File: src/rtl/vga_fb_scan.sv
// 640x480@60 VGA scanner that reads a 256x256 RGB444 framebuffer centred in the active area.
// Optional build macro VGA_SCAN_GRID_EN overlays a white axis cross at image x==128 / y==128.
module vga_fb_scan #(
  parameter logic [9:0] H_ACTIVE     = 10'd640,
  parameter logic [9:0] H_SYNC_START = 10'd656,
  parameter logic [9:0] H_SYNC_END   = 10'd752,
  parameter logic [9:0] H_TOTAL      = 10'd800,
  parameter logic [9:0] V_ACTIVE     = 10'd480,
  parameter logic [9:0] V_SYNC_START = 10'd490,
  parameter logic [9:0] V_SYNC_END   = 10'd492,
  parameter logic [9:0] V_TOTAL      = 10'd525,
  parameter logic [9:0] WIN_X0       = 10'd192,
  parameter logic [9:0] WIN_Y0       = 10'd112
) (
  input  logic        clk,
  input  logic        reset,
  input  logic        enable,
  input  logic        plot_done,
  output logic [15:0] rd_addr,
  input  logic [11:0] rd_data,
  output logic [9:0]  CounterX,
  output logic [9:0]  CounterY,
  output logic        hsync,
  output logic        vsync,
  output logic        de,
  output logic [11:0] color,
  output logic        frame_done
);

  localparam logic [9:0] H_LAST = H_TOTAL - 10'd1;
  localparam logic [9:0] V_LAST = V_TOTAL - 10'd1;
  localparam logic [9:0] WIN_X1 = WIN_X0 + 10'd256;
  localparam logic [9:0] WIN_Y1 = WIN_Y0 + 10'd256;

  logic [9:0]  x_nxt;
  logic [9:0]  y_nxt;
  logic        at_end;
  logic        plot_latch;
  logic        showing;
  logic        hs1;
  logic        vs1;
  logic        de1;
  logic        win1;
  logic        show1;
  logic [11:0] pix;
`ifdef VGA_SCAN_GRID_EN
  logic        grid1;
`endif

  // Window is clipped to the active area so rd_data is never shown in blanking.
  function automatic logic in_win(input logic [9:0] x, input logic [9:0] y);
    return (x < H_ACTIVE) && (y < V_ACTIVE) &&
           (x >= WIN_X0) && (x < WIN_X1) && (y >= WIN_Y0) && (y < WIN_Y1);
  endfunction

  always_comb begin
    at_end = (CounterX == H_LAST) && (CounterY == V_LAST);
    x_nxt  = CounterX + 10'd1;
    y_nxt  = CounterY;
    if (CounterX == H_LAST) begin
      x_nxt = 10'd0;
      if (CounterY == V_LAST) begin
        y_nxt = 10'd0;
      end else begin
        y_nxt = CounterY + 10'd1;
      end
    end else begin
      x_nxt = CounterX + 10'd1;
    end
  end

  // rd_addr and frame_done are built from the next counter values so they line up with CounterX/Y.
  always_ff @(posedge clk) begin
    if (reset) begin
      CounterX   <= 10'd0;
      CounterY   <= 10'd0;
      rd_addr    <= 16'h0000;
      frame_done <= 1'b0;
      plot_latch <= 1'b0;
      showing    <= 1'b0;
    end else begin
      CounterX   <= x_nxt;
      CounterY   <= y_nxt;
      rd_addr    <= in_win(x_nxt, y_nxt) ? {8'(y_nxt - WIN_Y0), 8'(x_nxt - WIN_X0)} : 16'h0000;
      frame_done <= (x_nxt == H_LAST) && (y_nxt == V_LAST);
      plot_latch <= plot_latch | plot_done;
      if (at_end) begin
        showing <= enable & (showing | plot_latch);
      end else begin
        showing <= showing;
      end
    end
  end

  // Stage 1: timing flags travel alongside the RAM read.
  always_ff @(posedge clk) begin
    if (reset) begin
      hs1   <= 1'b1;
      vs1   <= 1'b1;
      de1   <= 1'b0;
      win1  <= 1'b0;
      show1 <= 1'b0;
`ifdef VGA_SCAN_GRID_EN
      grid1 <= 1'b0;
`endif
    end else begin
      hs1   <= !((CounterX >= H_SYNC_START) && (CounterX < H_SYNC_END));
      vs1   <= !((CounterY >= V_SYNC_START) && (CounterY < V_SYNC_END));
      de1   <= (CounterX < H_ACTIVE) && (CounterY < V_ACTIVE);
      win1  <= in_win(CounterX, CounterY);
      show1 <= showing;
`ifdef VGA_SCAN_GRID_EN
      grid1 <= (8'(CounterX - WIN_X0) == 8'd128) || (8'(CounterY - WIN_Y0) == 8'd128);
`endif
    end
  end

  always_comb begin
    pix = 12'h000;
    if (show1 && win1) begin
`ifdef VGA_SCAN_GRID_EN
      pix = grid1 ? 12'hFFF : rd_data;
`else
      pix = rd_data;
`endif
    end else if (show1 && de1) begin
      pix = 12'h00F;
    end else begin
      pix = 12'h000;
    end
  end

  // Stage 2: registered video outputs, two cycles behind the counters.
  always_ff @(posedge clk) begin
    if (reset) begin
      hsync <= 1'b1;
      vsync <= 1'b1;
      de    <= 1'b0;
      color <= 12'h000;
    end else begin
      hsync <= hs1;
      vsync <= vs1;
      de    <= de1;
      color <= pix;
    end
  end

endmodule
File: config.mk
export PLATFORM = sky130hd
export DESIGN_NAME = vga_fb_scan
export DESIGN_NICKNAME = d
export VERILOG_FILES = /design/src/rtl/vga_fb_scan.sv
export SDC_FILE = /design/constraint.sdc
export NUM_CORES = 1
export LEC_CHECK = 0
export CORE_ASPECT_RATIO = 0.9
export CORE_MARGIN = 3
export CORE_UTILIZATION = 45
export DETAILED_ROUTE_END_ITERATION = 12
export DONT_BUFFER_PORTS = 1
export GPL_TIMING_DRIVEN = 0
export PLACE_DENSITY_LB_ADDON = 0.05
export SLEW_MARGIN = 0
export SYNTH_ARGS = -nofsm -noshare
export SYNTH_HDL_FRONTEND = slang
export SYNTH_SLANG_ARGS = --single-unit
File: constraint.sdc
create_clock -name clk -period 8.6 [get_ports clk]
set_input_delay 1.72 -clock clk [delete_from_list [all_inputs] [get_ports clk]]
set_output_delay 1.72 -clock clk [all_outputs]
set_load 0.01 [all_outputs]
* Yosys cells after proc, flatten, opt, wreduce, memory -nomap -nowiden
Cells that the tools add are included.
W data, S select, Z words.
** Storage, ports and cells
- Output and inout port bits :: 52
- Flip-flop bits (word level) :: 59
- Input bits :: 16
** Operators by class
- Order comparisons :: 16
- Equality and inequality tests :: 4
- Reductions and logical operators :: 19
- Mux-type cells :: 5
- Bitwise gates (word level) :: 4
- Add/subtract/negate cells :: 4
** Operator list (count)
- $lt A10 B9 Y1 const B :: 7
- $eq A10 B10 Y1 const B :: 4
- $lt A10 B10 Y1 const B :: 3
- $mux W10 :: 3
- $add A10 B1 Y10 const B :: 2
- $ge A10 B7 Y1 const B :: 2
- $ge A10 B8 Y1 const B :: 2
- $logic_and A1 B1 Y1 :: 16
- $mux W12 :: 1
- $ge A10 B10 Y1 const B :: 1
- $ge A10 B9 Y1 const B :: 1
- $sub A8 B7 Y8 const B :: 1
- $sub A8 B8 Y8 const B :: 1
- $mux W4 :: 1
- $logic_not A1 Y1 :: 2
- $or A1 B1 Y1 :: 2
- $reduce_or A2 Y1 :: 1
- $and A1 B1 Y1 :: 1
- $not A1 Y1 :: 1

* Longest topological paths before layout
- Depth in word-level cells :: 11
- Mapped depth :: 14
- Depth with buffers taken out :: 12

* Worst setup path after synthesis
Ideal clock, no wire load.
- Path kind :: register -> register
- Start point :: register CounterX[4]
- End point :: register rd_addr[11]
- Slack :: 5533 ps
- Arrival time :: 2935 ps
- Cell stages (with the launch flop) :: 12
- Buffers on the path :: 1
- Setup time :: 132 ps
- Cell sequence :: dfxtp_1 -> or4b_4 -> nor3_1 -> nand3_1 -> mux2i_1 -> inv_1 -> ha_1 -> inv_1 -> o311a_1 -> xnor2_2 -> buf_2 -> nor3_1
** On the way
- Cells in the longest elaborated chain, start to end :: 10
** Ends and longest elaborated chain
- start: declaration :: line 21 : output logic [9:0] CounterX,
- start signal: assignment :: line 82 : CounterX <= x_nxt;
- $eq A10 B10 Y1 * :: line 60 : if (CounterX == H_LAST) begin
- $mux W10 * :: line 60
- named net y_nxt[4] :: line 36 : logic [9:0] y_nxt;
- $lt A10 B9 Y1 :: line 52 : return (x < H_ACTIVE) && (y < V_ACTIVE) &&
- $logic_and A1 B1 Y1 (2 in a row) :: line 52
- $logic_and A1 B1 Y1 (2 in a row) :: line 53 : (x >= WIN_X0) && (x < WIN_X1) && (y >= WIN_Y0) && (y < WIN_Y1);
- $logic_and A1 B1 Y1 * :: line 53
- $not A1 Y1 (no line) *
- $reduce_or A2 Y1 (no line) *
- end signal: assignment :: line 84 : rd_addr <= in_win(x_nxt, y_nxt) ? {8'(y_nxt - WIN_Y0), 8'(x_nxt - WIN_X0)} : 16'h0000;
- end: declaration :: line 19 : output logic [15:0] rd_addr,
Mark *: on every way through the listed nets, which the timed path passes. The rest lies on a longest branch.
A chain may end at the register's enable or synchronous reset.

* Worst setup path after layout
- Start point :: register CounterX[0]
- End point :: register rd_addr[14]
** On the way
- Cells in the longest elaborated chain, start to end :: 10
** Ends and longest elaborated chain (line)
- $eq A10 B10 Y1 * :: 60
- $mux W10 * :: 60
- named net y_nxt[4] :: 36
- $lt A10 B9 Y1 :: 52
- $logic_and A1 B1 Y1 (2 in a row) :: 52
- $logic_and A1 B1 Y1 (3 in a row) :: 53
- $not A1 Y1 (no line)
- $reduce_or A2 Y1 (no line)
Marked as above.

==> summary.txt <==
Clocking
  – Post-CTS Setup Inserts: 0
  – Clock latency on the worst-skew pair: 0.33 ns
  – CTS tree: built
  – PostCTS Resize Cnt: 0
  – Num CTS Buffers: 9
  – Htree depth: 3
  – Number of hold buffers added after cts: 0
  – Max clock buf depth: 2
  – CTS clk-pin slew, worst paths: 0.07 ns
  – Clk root buf: clkbuf_8
  – TritonCTS sink count: 59

Logic synthesis
  – Mux cell area share after synthesis: 0.004188
  – Yosys cell types: 45
  – Seq cells post-synth: 59
  – Post-synthesis xor/xnor area fraction: 0.05079
  – Compound-Gate Fraction of Synth Area: 0.07958
  – Synthesized net count: 283
  – Mapped Cells: 257
  – Sequential area share after synthesis: 0.4942
  – Ys Warns: 0
  – Post-Syn Area: 2390 sq um
  – Avg Cell Area, Syn: 9.299 sq um
  – Fraction of the mapped netlist area in simple logic gates: 0.2817
  – Adder-cell share of the synthesized area: 0.05236
  – Largest family of logic cells by synthesized area: simple AND/OR/NAND/NOR gates

Cells and area
  – Sequential cell area: 1181 sq um
  – Most common cell after layout, fill and taps aside: dfxtp_1
  – Area delta synth->final: 11.05%
  – Most frequent cells in the layout: 59 x dfxtp_1, 31 x nor2_1, 16 x nor3_1, 12 x nand2_1, 12 x inv_1
  – Layout cell share with drive strength beyond 1: 0.09926
  – Finished layout cell area: 2654 sq um
  – Area of the multi-input gates: 1120 sq um
  – Fillers: 478
  – NumNets Final: 294
  – # diodes: 0

Placed design
  – Hpwl dp: 3.924 mm
  – Placer's final routability congestion estimate: 0.8238
  – Number of port buffers: 0
  – Post-DP Area: 2471 sq um

GRT
  – First-pass GRT wire length: 8.528 mm
  – Pin count of the biggest net entering global routing: 11
  – Initial antenna violation count: 0
  – Vias in the first global route: 1,649
  – Total GRT Usage: 0.1789
  – Total global routing overflow: 0

Power
  – Max rail drop VDD: 0.1456 mV
  – P_leak: 0.9624 nW
  – P per Cell Area: 196.4 nW/um^2

Floorplan
  – Total core area: 4985 sq um
  – Die Y: 75.14 microns
  – Initial Utilization: 0.4794
  – Row cnt: 24
  – DIE WIDTH: 82.82 microns
  – Die Area: 6222 sq um
  – Ports: 68

Run status
  – Status: completed

Worst setup path
  – Worst EP required: 8.80 ns
  – Crit path arrival time: 3.93 ns
  – Crit Path Max Fanout: 10
  – CP startpoint kind: register
  – Worst setup path class: reg -> reg
  – Crit. End Element: register

Timing
  – Worst-Margin Slew: 0.7517 ns
  – Max Freq: 267.8 MHz
  – Clk_skew: 0.006503 ns
  – Max Slew Vio Count: 0
  – Setup violations, final: 0
  – Slew margin rel.: 0.4950
  – Setup TNS: 0 ns
  – Min cycle time layout: 3.734 ns
  – Final Cycle Share: 0.4342
  – RSZ-0062 raised after global routing: false
  – Final Hold Vio Count: 0

Routing
  – Vias: 1,827
  – First-pass detailed-route iteration total: 4
  – Via/cell ratio: 5.421
  – Initial DRC Count: 106
  – Routed len/inst: 16.01 microns
  – Routed Wire Length: 5.397 mm
  – DR DRC count: 0
  – Antenna-violating nets left: 0

Flow run
  – Max-cap violations: 0

Min path
  – Worst Hold Class: reg -> reg
[worst max-delay path, cell delays in order (launching register included)]
cell and delay [ns]:
dfxtp_1 0.52, ha_1 0.27, nand3_1 0.22, nor3_1 0.69, nand3_1 0.22, mux2i_1 0.24
inv_1 0.12, ha_1 0.15, inv_1 0.06, o311a_1 0.39, xnor2_2 0.33, buf_2 0.30
nor3_1 0.08
[report_power, final]
| part | switching (W) | total [W] | leakage (nW) | internal [W] |
|---|---|---|---|---|
| sequential | 0.00000325 | 0.000279 | 0.477 | 0.000275 |
| combinational | 0.00000483 | 0.00000759 | 0.397 | 0.00000276 |
| clock | 0.000104 | 0.000235 | 0.0881 | 0.000131 |
[cell usage after synthesis (all sizes together)]
library cell,number,area [sq um]
nor4,4,25.02
clkbuf,8,30.03
o311a,1,10.01
or3,2,17.52
o31ai,2,15.01
nand4,5,31.28
inv,12,45.04
o21ai,7,35.03
nand3,10,50.05
o21a,1,7.510
buf,3,13.76
nor2,31,116.4
nor4bb,1,10.01
a211oi,1,12.51
or3b,1,8.760
a21oi,11,55.05
or4,2,22.52
nand2b,1,6.260
dfxtp,59,1181
mux2i,1,10.01
and4,2,17.52
nor3b,4,30.03
nor4b,4,35.03
nor2b,4,25.02
o21bai,1,7.510
and3,5,31.28
o22ai,1,6.260
xor2,2,17.52
a31oi,4,25.02
and2,10,65.06
or2,3,18.77
or4b,1,13.76
xnor2,11,103.9
a22oi,1,7.510
nand2,12,45.04
nor3,16,80.08
o31a,1,8.760
nand4b,2,23.77
ha,10,125.1
[flip-flops by register name, summed over array words and instances, names as in the netlist]
name,count
color,12
showing,1
hsync,1
CounterX,10
de,1
hs1,1
rd_addr,16
vs1,1
de1,1
plot_latch,1
win1,1
show1,1
vsync,1
CounterY,10
frame_done,1
[path summary, 6_finish.rpt]
path | start | to | slack, ns | cells after the start
min | vs1 | vsync | 0.41 | 1
max | CounterX[0] | rd_addr[14] | 4.87 | 12
min reg2reg | vs1 | vsync | 0.41 | 1
max reg2reg | CounterX[0] | rd_addr[14] | 4.87 | 12
[through the flow]
step | setup WS (ns) | util | hold WS, ns | power, W | std cells
after floorplan | 5.533 | - | 0.3895 | 0.0002896 | 257
after global placement | 4.893 | 0.4957 | 0.3939 | 0.0002922 | 322
after detailed placement | 4.931 | 0.4957 | 0.3946 | 0.0002924 | 322
after CTS | 4.905 | 0.5324 | 0.4093 | 0.0005289 | 337
after global routing | 4.468 | 0.5324 | 0.4193 | 0.0005386 | 337
final | 4.866 | 0.5324 | 0.4071 | 0.0005212 | 337
[cell families (layout without fill, tap and decap cells)]
logic type	after synthesis	count (layout)
XOR/XNOR	13	13
flip-flops	59	59
AO/OA/AOI/OAI	31	31
buffers and inverters	23	38
AND/OR/NAND/NOR	120	120
multiplexers	1	1
adder cells (fa/ha/maj)	10	10
[per-layer routing]
| metal | vias up | share of wire | global-route usage | routed length (microns) |
|---|---|---|---|---|
| met3 | 12 | 0.074 | 0.06783 | 402 |
| met5 | - | 0 | 0 | 0 |
| li1 | 911 | - | - | - |
| met2 | 72 | 0.43 | 0.2642 | 2306 |
| met4 | 0 | 0.020 | 0.08348 | 109 |
| met1 | 832 | 0.48 | 0.2340 | 2578 |
[cell type report]
cell class	count	share of cell area
Inverter	12	0.01697
Sequential cell	59	0.4451
Clock buffer	10	0.04809
Clock inverter	5	0.02074
Multi-Input combinational cell	175	0.4220
Tap cell	65	0.03065
Buffer	11	0.01650
Power figures use the tool's default switching activity.
